<file path="src/rtl/id_ex_operand_stage.sv">
// ID/EX stage: registers decoded fields, forwards from EX/MEM and MEM/WB,
// drives the ALU operands and detects load-use hazards.

module id_ex_fwd #(
  parameter int XLEN = 32,
  parameter int RA_W = 5
) (
  input  logic [RA_W-1:0] rs_addr,
  input  logic [XLEN-1:0] rs_data,
  input  logic [RA_W-1:0] mem_rd_addr,
  input  logic            mem_reg_write,
  input  logic [XLEN-1:0] mem_result,
  input  logic [RA_W-1:0] wb_rd_addr,
  input  logic            wb_reg_write,
  input  logic [XLEN-1:0] wb_result,
  output logic [XLEN-1:0] fwd_data
);
  always_comb begin
    fwd_data = rs_data;
    if (rs_addr != '0) begin
      if (mem_reg_write && mem_rd_addr == rs_addr)     fwd_data = mem_result;
      else if (wb_reg_write && wb_rd_addr == rs_addr)  fwd_data = wb_result;
    end
  end
endmodule

module id_ex_operand_stage #(
  parameter int XLEN = 32,
  parameter int RA_W = 5
) (
  input  logic            CLK,
  input  logic            RESET,
  input  logic            ID_VALID,
  input  logic [XLEN-1:0] ID_PC,
  input  logic [XLEN-1:0] ID_RS1_DATA,
  input  logic [XLEN-1:0] ID_RS2_DATA,
  input  logic [XLEN-1:0] ID_IMM,
  input  logic [RA_W-1:0] ID_RS1_ADDR,
  input  logic [RA_W-1:0] ID_RS2_ADDR,
  input  logic [RA_W-1:0] ID_RD_ADDR,
  input  logic            ID_RS1_USED,
  input  logic            ID_RS2_USED,
  input  logic            ID_OP1_SEL,
  input  logic            ID_OP2_SEL,
  input  logic [5:0]      ID_ALU_SELECT,
  input  logic            ID_REG_WRITE,
  input  logic            ID_MEM_READ,
  input  logic            ID_MEM_WRITE,
  input  logic [RA_W-1:0] MEM_RD_ADDR,
  input  logic            MEM_REG_WRITE,
  input  logic [XLEN-1:0] MEM_RESULT,
  input  logic [RA_W-1:0] WB_RD_ADDR,
  input  logic            WB_REG_WRITE,
  input  logic [XLEN-1:0] WB_RESULT,
  input  logic            FLUSH,
  input  logic            MEM_STALL,
  output logic            ID_STALL,
  output logic [XLEN-1:0] ALU_DATA1,
  output logic [XLEN-1:0] ALU_DATA2,
  output logic [5:0]      ALU_SELECT,
  output logic            EX_VALID,
  output logic            EX_REG_WRITE,
  output logic            EX_MEM_READ,
  output logic            EX_MEM_WRITE,
  output logic [RA_W-1:0] EX_RD_ADDR,
  output logic [XLEN-1:0] EX_PC,
  output logic [XLEN-1:0] EX_STORE_DATA
);
  typedef struct packed {
    logic            valid;
    logic [XLEN-1:0] pc;
    logic [XLEN-1:0] rs1_data;
    logic [XLEN-1:0] rs2_data;
    logic [XLEN-1:0] imm;
    logic [RA_W-1:0] rs1_addr;
    logic [RA_W-1:0] rs2_addr;
    logic            rs1_used;
    logic            rs2_used;
    logic [RA_W-1:0] rd;
    logic            op1_sel;
    logic            op2_sel;
    logic [5:0]      alu_sel;
    logic            reg_write;
    logic            mem_read;
    logic            mem_write;
  } stage_t;

  stage_t st, id_st;
  logic   hz;

  // index 0 = rs1, index 1 = rs2
  logic [1:0][RA_W-1:0] src_addr;
  logic [1:0][XLEN-1:0] src_data;
  logic [1:0][XLEN-1:0] fwd;

  assign src_addr = {st.rs2_addr, st.rs1_addr};
  assign src_data = {st.rs2_data, st.rs1_data};

  for (genvar g = 0; g < 2; g++) begin : g_fwd
    id_ex_fwd #(.XLEN(XLEN), .RA_W(RA_W)) u_fwd (
      .rs_addr       (src_addr[g]),
      .rs_data       (src_data[g]),
      .mem_rd_addr   (MEM_RD_ADDR),
      .mem_reg_write (MEM_REG_WRITE),
      .mem_result    (MEM_RESULT),
      .wb_rd_addr    (WB_RD_ADDR),
      .wb_reg_write  (WB_REG_WRITE),
      .wb_result     (WB_RESULT),
      .fwd_data      (fwd[g])
    );
  end

  assign hz = ID_VALID && st.valid && st.mem_read && st.rd != '0 &&
              ((ID_RS1_USED && ID_RS1_ADDR == st.rd) ||
               (ID_RS2_USED && ID_RS2_ADDR == st.rd));
  assign ID_STALL = hz || MEM_STALL;

  always_comb begin
    id_st           = '0;
    id_st.valid     = ID_VALID;
    id_st.pc        = ID_PC;
    id_st.rs1_data  = ID_RS1_DATA;
    id_st.rs2_data  = ID_RS2_DATA;
    id_st.imm       = ID_IMM;
    id_st.rs1_addr  = ID_RS1_ADDR;
    id_st.rs2_addr  = ID_RS2_ADDR;
    id_st.rs1_used  = ID_RS1_USED;
    id_st.rs2_used  = ID_RS2_USED;
    id_st.rd        = ID_RD_ADDR;
    id_st.op1_sel   = ID_OP1_SEL;
    id_st.op2_sel   = ID_OP2_SEL;
    id_st.alu_sel   = ID_ALU_SELECT;
    id_st.reg_write = ID_VALID && ID_REG_WRITE;
    id_st.mem_read  = ID_VALID && ID_MEM_READ;
    id_st.mem_write = ID_VALID && ID_MEM_WRITE;
  end

  always_ff @(posedge CLK or posedge RESET) begin
    if (RESET) begin
      st <= '0;
    end else if (MEM_STALL) begin
      // refresh operands so a WB-forwarded value survives WB retiring
      st.rs1_data <= fwd[0];
      st.rs2_data <= fwd[1];
    end else if (FLUSH || hz) begin
      st <= '0;
    end else begin
      st <= id_st;
    end
  end

  assign ALU_DATA1     = st.op1_sel ? st.pc  : fwd[0];
  assign ALU_DATA2     = st.op2_sel ? st.imm : fwd[1];
  assign EX_STORE_DATA = fwd[1];
  assign ALU_SELECT    = st.alu_sel;
  assign EX_VALID      = st.valid;
  assign EX_REG_WRITE  = st.reg_write;
  assign EX_MEM_READ   = st.mem_read;
  assign EX_MEM_WRITE  = st.mem_write;
  assign EX_RD_ADDR    = st.rd;
  assign EX_PC         = st.pc;
endmodule

</file>
<file path="config.mk">
export PLATFORM = sky130hd
export DESIGN_NAME = id_ex_operand_stage
export DESIGN_NICKNAME = d
export VERILOG_FILES = /design/src/rtl/id_ex_operand_stage.sv
export SDC_FILE = /design/constraint.sdc
export NUM_CORES = 1
export LEC_CHECK = 0
export BUFFER_PORTS_ARGS = -buffer_cell sky130_fd_sc_hd__clkbuf_2
export CORE_UTILIZATION = 42
export DETAILED_ROUTE_END_ITERATION = 8
export HOLD_SLACK_MARGIN = 0.1
export PLACE_DENSITY = 0.73
export SLEW_MARGIN = 20
export SYNTH_ARGS = -nofsm -noshare
export SYNTH_HDL_FRONTEND = slang
export SYNTH_SLANG_ARGS = --single-unit
</file>
<file path="constraint.sdc">
create_clock -name CLK -period 4.8 [get_ports CLK]
set_input_delay 0.96 -clock CLK [delete_from_list [all_inputs] [get_ports CLK]]
set_output_delay 0.96 -clock CLK [all_outputs]
set_load 0.03 [all_outputs]
</file>
; Word level (Yosys, flattened, before mapping)
; Cells that the tools add are included.
[word_totals]
regBits = 155
latchBits = 0
ram_bits = 0
romBits = 0
in_bits = 237
out_inout_bits = 144
n_memories = 0
[op_classes]
addsub = 0
multipliers = 0
div_mod_pow = 0
order_cmp = 0
eq_ne = 6
shifts = 0
n_mux = 10
n_bitwise = 0
reduce_logical = 19
[op_table]
columns = cell, n
row1 = two-way mux 32 bit, 8
row2 = two-way mux 157 bit, 1
row3 = two-way mux 64 bit, 1
row4 = equality test 5 bit, 6
row5 = nonzero test 5 bit, 3
row6 = logical AND 1 bit, 13
row7 = logical OR 1 bit, 3

; Longest topological paths before layout
[depth]
word_depth = 7
mapped_depth = 8
mapped_depth_nobuf = 5

; Modules after synthesis
; Synthesis repeated with hierarchy kept, for this count alone.
[unflattened]
hier_cells = 1038
area_unflattened_um2 = 10148.5
[modules_own_cells]
columns = module, n_inst, cells_each, area_per_inst_um2
row1 = id_ex_operand_stage, 1, 842, 8304.2
row2 = id_ex_fwd, 2, 98, 922.1

; Worst setup path after synthesis
; Ideal clock, no wire load.
[synth_timing]
path_kind = input to output
startpoint = input port WB_RD_ADDR[3]
endpoint = output port ALU_DATA2[18]
t_arrival_ns = 2.686
setup_slack_ns = 1.154
path_stages = 7
cell_sequence = xor2_1 -> nor4_1 -> o211a_1 -> buf_2 -> buf_2 -> a32oi_1 -> a31oi_1
[synth_between]
elab_chain_len = 6
[synth_rtl]
columns = item, line
row1 = "start, declared", 52  ; input logic [RA_W-1:0] WB_RD_ADDR,
row2 = equality test 5 bit, 22  ; else if (wb_reg_write && wb_rd_addr == rs_addr) fwd_data = wb_result;
row3 = logical AND 1 bit, 22
row4 = two-way mux 32 bit, 22
row5 = two-way mux 32 bit, 21  ; if (mem_reg_write && mem_rd_addr == rs_addr) fwd_data = mem_result;
row6 = two-way mux 32 bit, 20  ; if (rs_addr != '0) begin
row7 = two-way mux 32 bit, 153  ; assign ALU_DATA2 = st.op2_sel ? st.imm : fwd[1];
row8 = "end, declared", 59  ; output logic [XLEN-1:0] ALU_DATA2,
; Every way passes these cells.

; Worst setup path in the final report
[layout_timing]
startpoint = input port WB_RD_ADDR[3]
endpoint = output port ALU_DATA2[1]
; The elaborated chain is that of the path after synthesis.

==> flow_metrics.tcl <==
set metrics [dict create \
    outcome "complete, no violations" \
    tightest_slew_ps 1050 \
    dieHeight_um 157 \
    slew_viol_final 0 \
    hp-class "register to register" \
    async_flop_share 1.00 \
    endpoint_kind "output pin" \
    cts_tree "built" \
    vdd_ir_drop_max_mv 0.176 \
    grt_setup_unrepaired "false" \
    dpl.hpwl_mm 28.7 \
    leakagePower_nw 5.74 \
    synth_top_family_by_area "compound AO/OA/AOI/OAI gates" \
    min_period_ps 4180 \
    max_slew_margin 0.299 \
    powerDensity_nw_per_um2 339 \
    grt_max_degree 91 \
    synthToLayoutAreaGrowth_pct 23.7 \
    synthesis.area_um2 10100 \
    hp-start "EX_MEM_WRITE" \
    critical_path_required_ps 3840 \
    cts-root-buf "clkbuf_16" \
    setup_viol 0 \
    core.rowCount 56 \
    cts_buffer_depth 2 \
    grt_pass1_vias 10315 \
    path_max_fanout 32 \
    final_nets 1592 \
    syn_avg_cell_area_um2 9.27 \
    initial_core_util 0.429 \
    placed_area_um2 11800 \
    grt_pass1_wl_mm 59.8 \
    final-hold-violation-count 0 \
    num_io_pins 381 \
    fp.dieArea_um2 24600 \
    clk_pin_slew_worst_paths_ps 70 \
    utilization 0.531 \
    n_antenna_cell 0 \
    cts_made_buffers 17 \
    drv_cap 0 \
    ys_types 51 \
    final_cell_mix "379 x clkbuf_2, 153 x dfrtp_1, 97 x nand2_1" \
    finalCritPeriodShare 0.870 \
    avgRoutedWirePerCell_um 23.9 \
    arrival_ps 3220 \
    yosysWarningCount 0 \
    path_class "input port to output pin" \
    start_kind "input port" \
    drc 0 \
    worst_r2r_endpoint "src_data[1]" \
    place.gp.congestion 0.921 \
    cpPeakStageDelay_ps 570 \
    final.fill_count 2194 \
    coreArea_um2 23500 \
    crit_path_end "ALU_DATA2[1]" \
    fin_worst_skew_ps 11.2 \
    first_pass_iters 6 \
    synthMuxAreaShare 0 \
    antenna_found_initial 1 \
    synthCells 1087 \
    ys_ff_latch 155 \
    syn_nets 1324 \
    synth_fa_ha_area_frac 0 \
    crit_slowest_cell "nor4_1" \
    cts_max_level 4 \
    die_w_um 157 \
    cts-resized-gates 0 \
    ant_nets 0 \
    regToRegStartpoint "src_addr[4]" \
    path_cells "clkbuf_2 > xor2_1 > nor4_1 > buf_4 > o211a_4 > buf_12 > a31oi_1 > a32oi_1 > clkbuf_2" \
    wl_mm 40.3 \
    ctsHoldBuffers 0 \
    synth_edf_count 0 \
    clock_sinks 155 \
    grt_usage 0.322 \
    drive_above_1_share 0.339 \
    via_per_inst 6.40 \
    ys.flop_type "dfrtp_1" \
    stdcell_area_um2 12500 \
    synth_simple_gate_area_frac 0.138 \
    fin_setup_tns_ps 0 \
    ys_seq_area_frac 0.385 \
    rrSetupSlack_ps 1540 \
    cp_common_cell "clkbuf_2" \
    fmax_mhz 239 \
    final_common_cell "clkbuf_2" \
    post_cts_buffers 0 \
    worst-r2r-cell-count 7 \
    clk_latency_ps 430 \
    synth_xor_xnor_area_share 0.0261 \
    first_iter_violations 1146 \
    portBuffers 380 \
    critPathLaunch "WB_RD_ADDR[3]" \
    via_count 10795 \
    grt-ovfl-total 0 \
    synth_compound_area_frac 0.351 \
    holdWs_ps 507 \
]
==> cell usage after synthesis, types with 33 or more instances <==
cell type | number | share of area
nand2_1 | 97 | 0.036
nor3_1 | 33 | 0.016
dfrtp_1 | 155 | 0.39
nand3_1 | 55 | 0.027
buf_2 | 35 | 0.017
a221o_1 | 61 | 0.061
a32o_1 | 35 | 0.035
a22o_1 | 88 | 0.077
buf_4 | 53 | 0.040
clkbuf_1 | 70 | 0.026
o21ai_0 | 57 | 0.028
==> layout make-up <==
| class | count | area, um2 | area share |
|---|---|---|---|
| Clock buffer | 18 | 439 | 0.0353 |
| Clock inverter | 14 | 174 | 0.0140 |
| Inverter | 31 | 120 | 0.00964 |
| Multi-Input combinational cell | 737 | 5230 | 0.420 |
| Sequential cell | 155 | 3880 | 0.312 |
| Tap cell | 319 | 399 | 0.0320 |
| Timing Repair Buffer | 413 | 2210 | 0.178 |
==> logic make-up after synthesis <==
group | after synthesis
xor+xnor | 30
simple gates | 277
buf+inv | 195
compound gates | 430
flops | 155
==> registers in the layout (all words and copies together), names as in the netlist, 5 cells and up <==
signal / count
st: 34
ALU_SELECT: 6
EX_RD_ADDR: 5
EX_PC: 32
src_addr: 10
src_data: 64
==> metal layers <==
layer | share of wire | vias to the layer above | track usage
li1 | - | 4755 | -
met2 | 0.48 | 659 | 0.532
met1 | 0.38 | 5280 | 0.390
met5 | 0.00032 | - | 0
met4 | 0.046 | 2 | 0.175
met3 | 0.093 | 99 | 0.0712
==> critical path, delay by kind of cell <==
family / cells / cell delay (ps)
AOI/OAI and AO/OA: 3 / 680
xor gates and xnor gates: 1 / 160
buffers and inverters: 4 / 820
and+or+nand+nor: 1 / 570
==> report_power, final <==
group	leakage, nW	total, mW	internal (mW)	switching, mW
clock	0.293	1.45	0.805	0.644
sequential	2.02	1.50	1.41	0.0864
combinational	3.43	1.27	0.423	0.850
total	5.74	4.22	2.64	1.58
==> worst min path at each step <==
stage	cells past startpoint	end	slack, ps
finish	1	EX_MEM_WRITE	510
global route	1	EX_MEM_WRITE	520
CTS	1	EX_MEM_WRITE	510
detailed placement	1	EX_MEM_WRITE	490
global placement	1	EX_MEM_WRITE	480
floorplan	1	src_data[32]	470
==> through the flow <==
| stage | instances | setup slack, ps | power, mW |
|---|---|---|---|
| 2_1_floorplan | 1087 | 1150 | 2.37 |
| 3_3_place_gp | 1654 | 649 | 2.77 |
| 3_5_place_dp | 1654 | 612 | 2.78 |
| 4_1_cts | 1686 | 612 | 4.24 |
| 5_1_grt | 1687 | 559 | 4.39 |
| 6_report | 1687 | 624 | 4.22 |
Power figures use the tool's default switching activity.
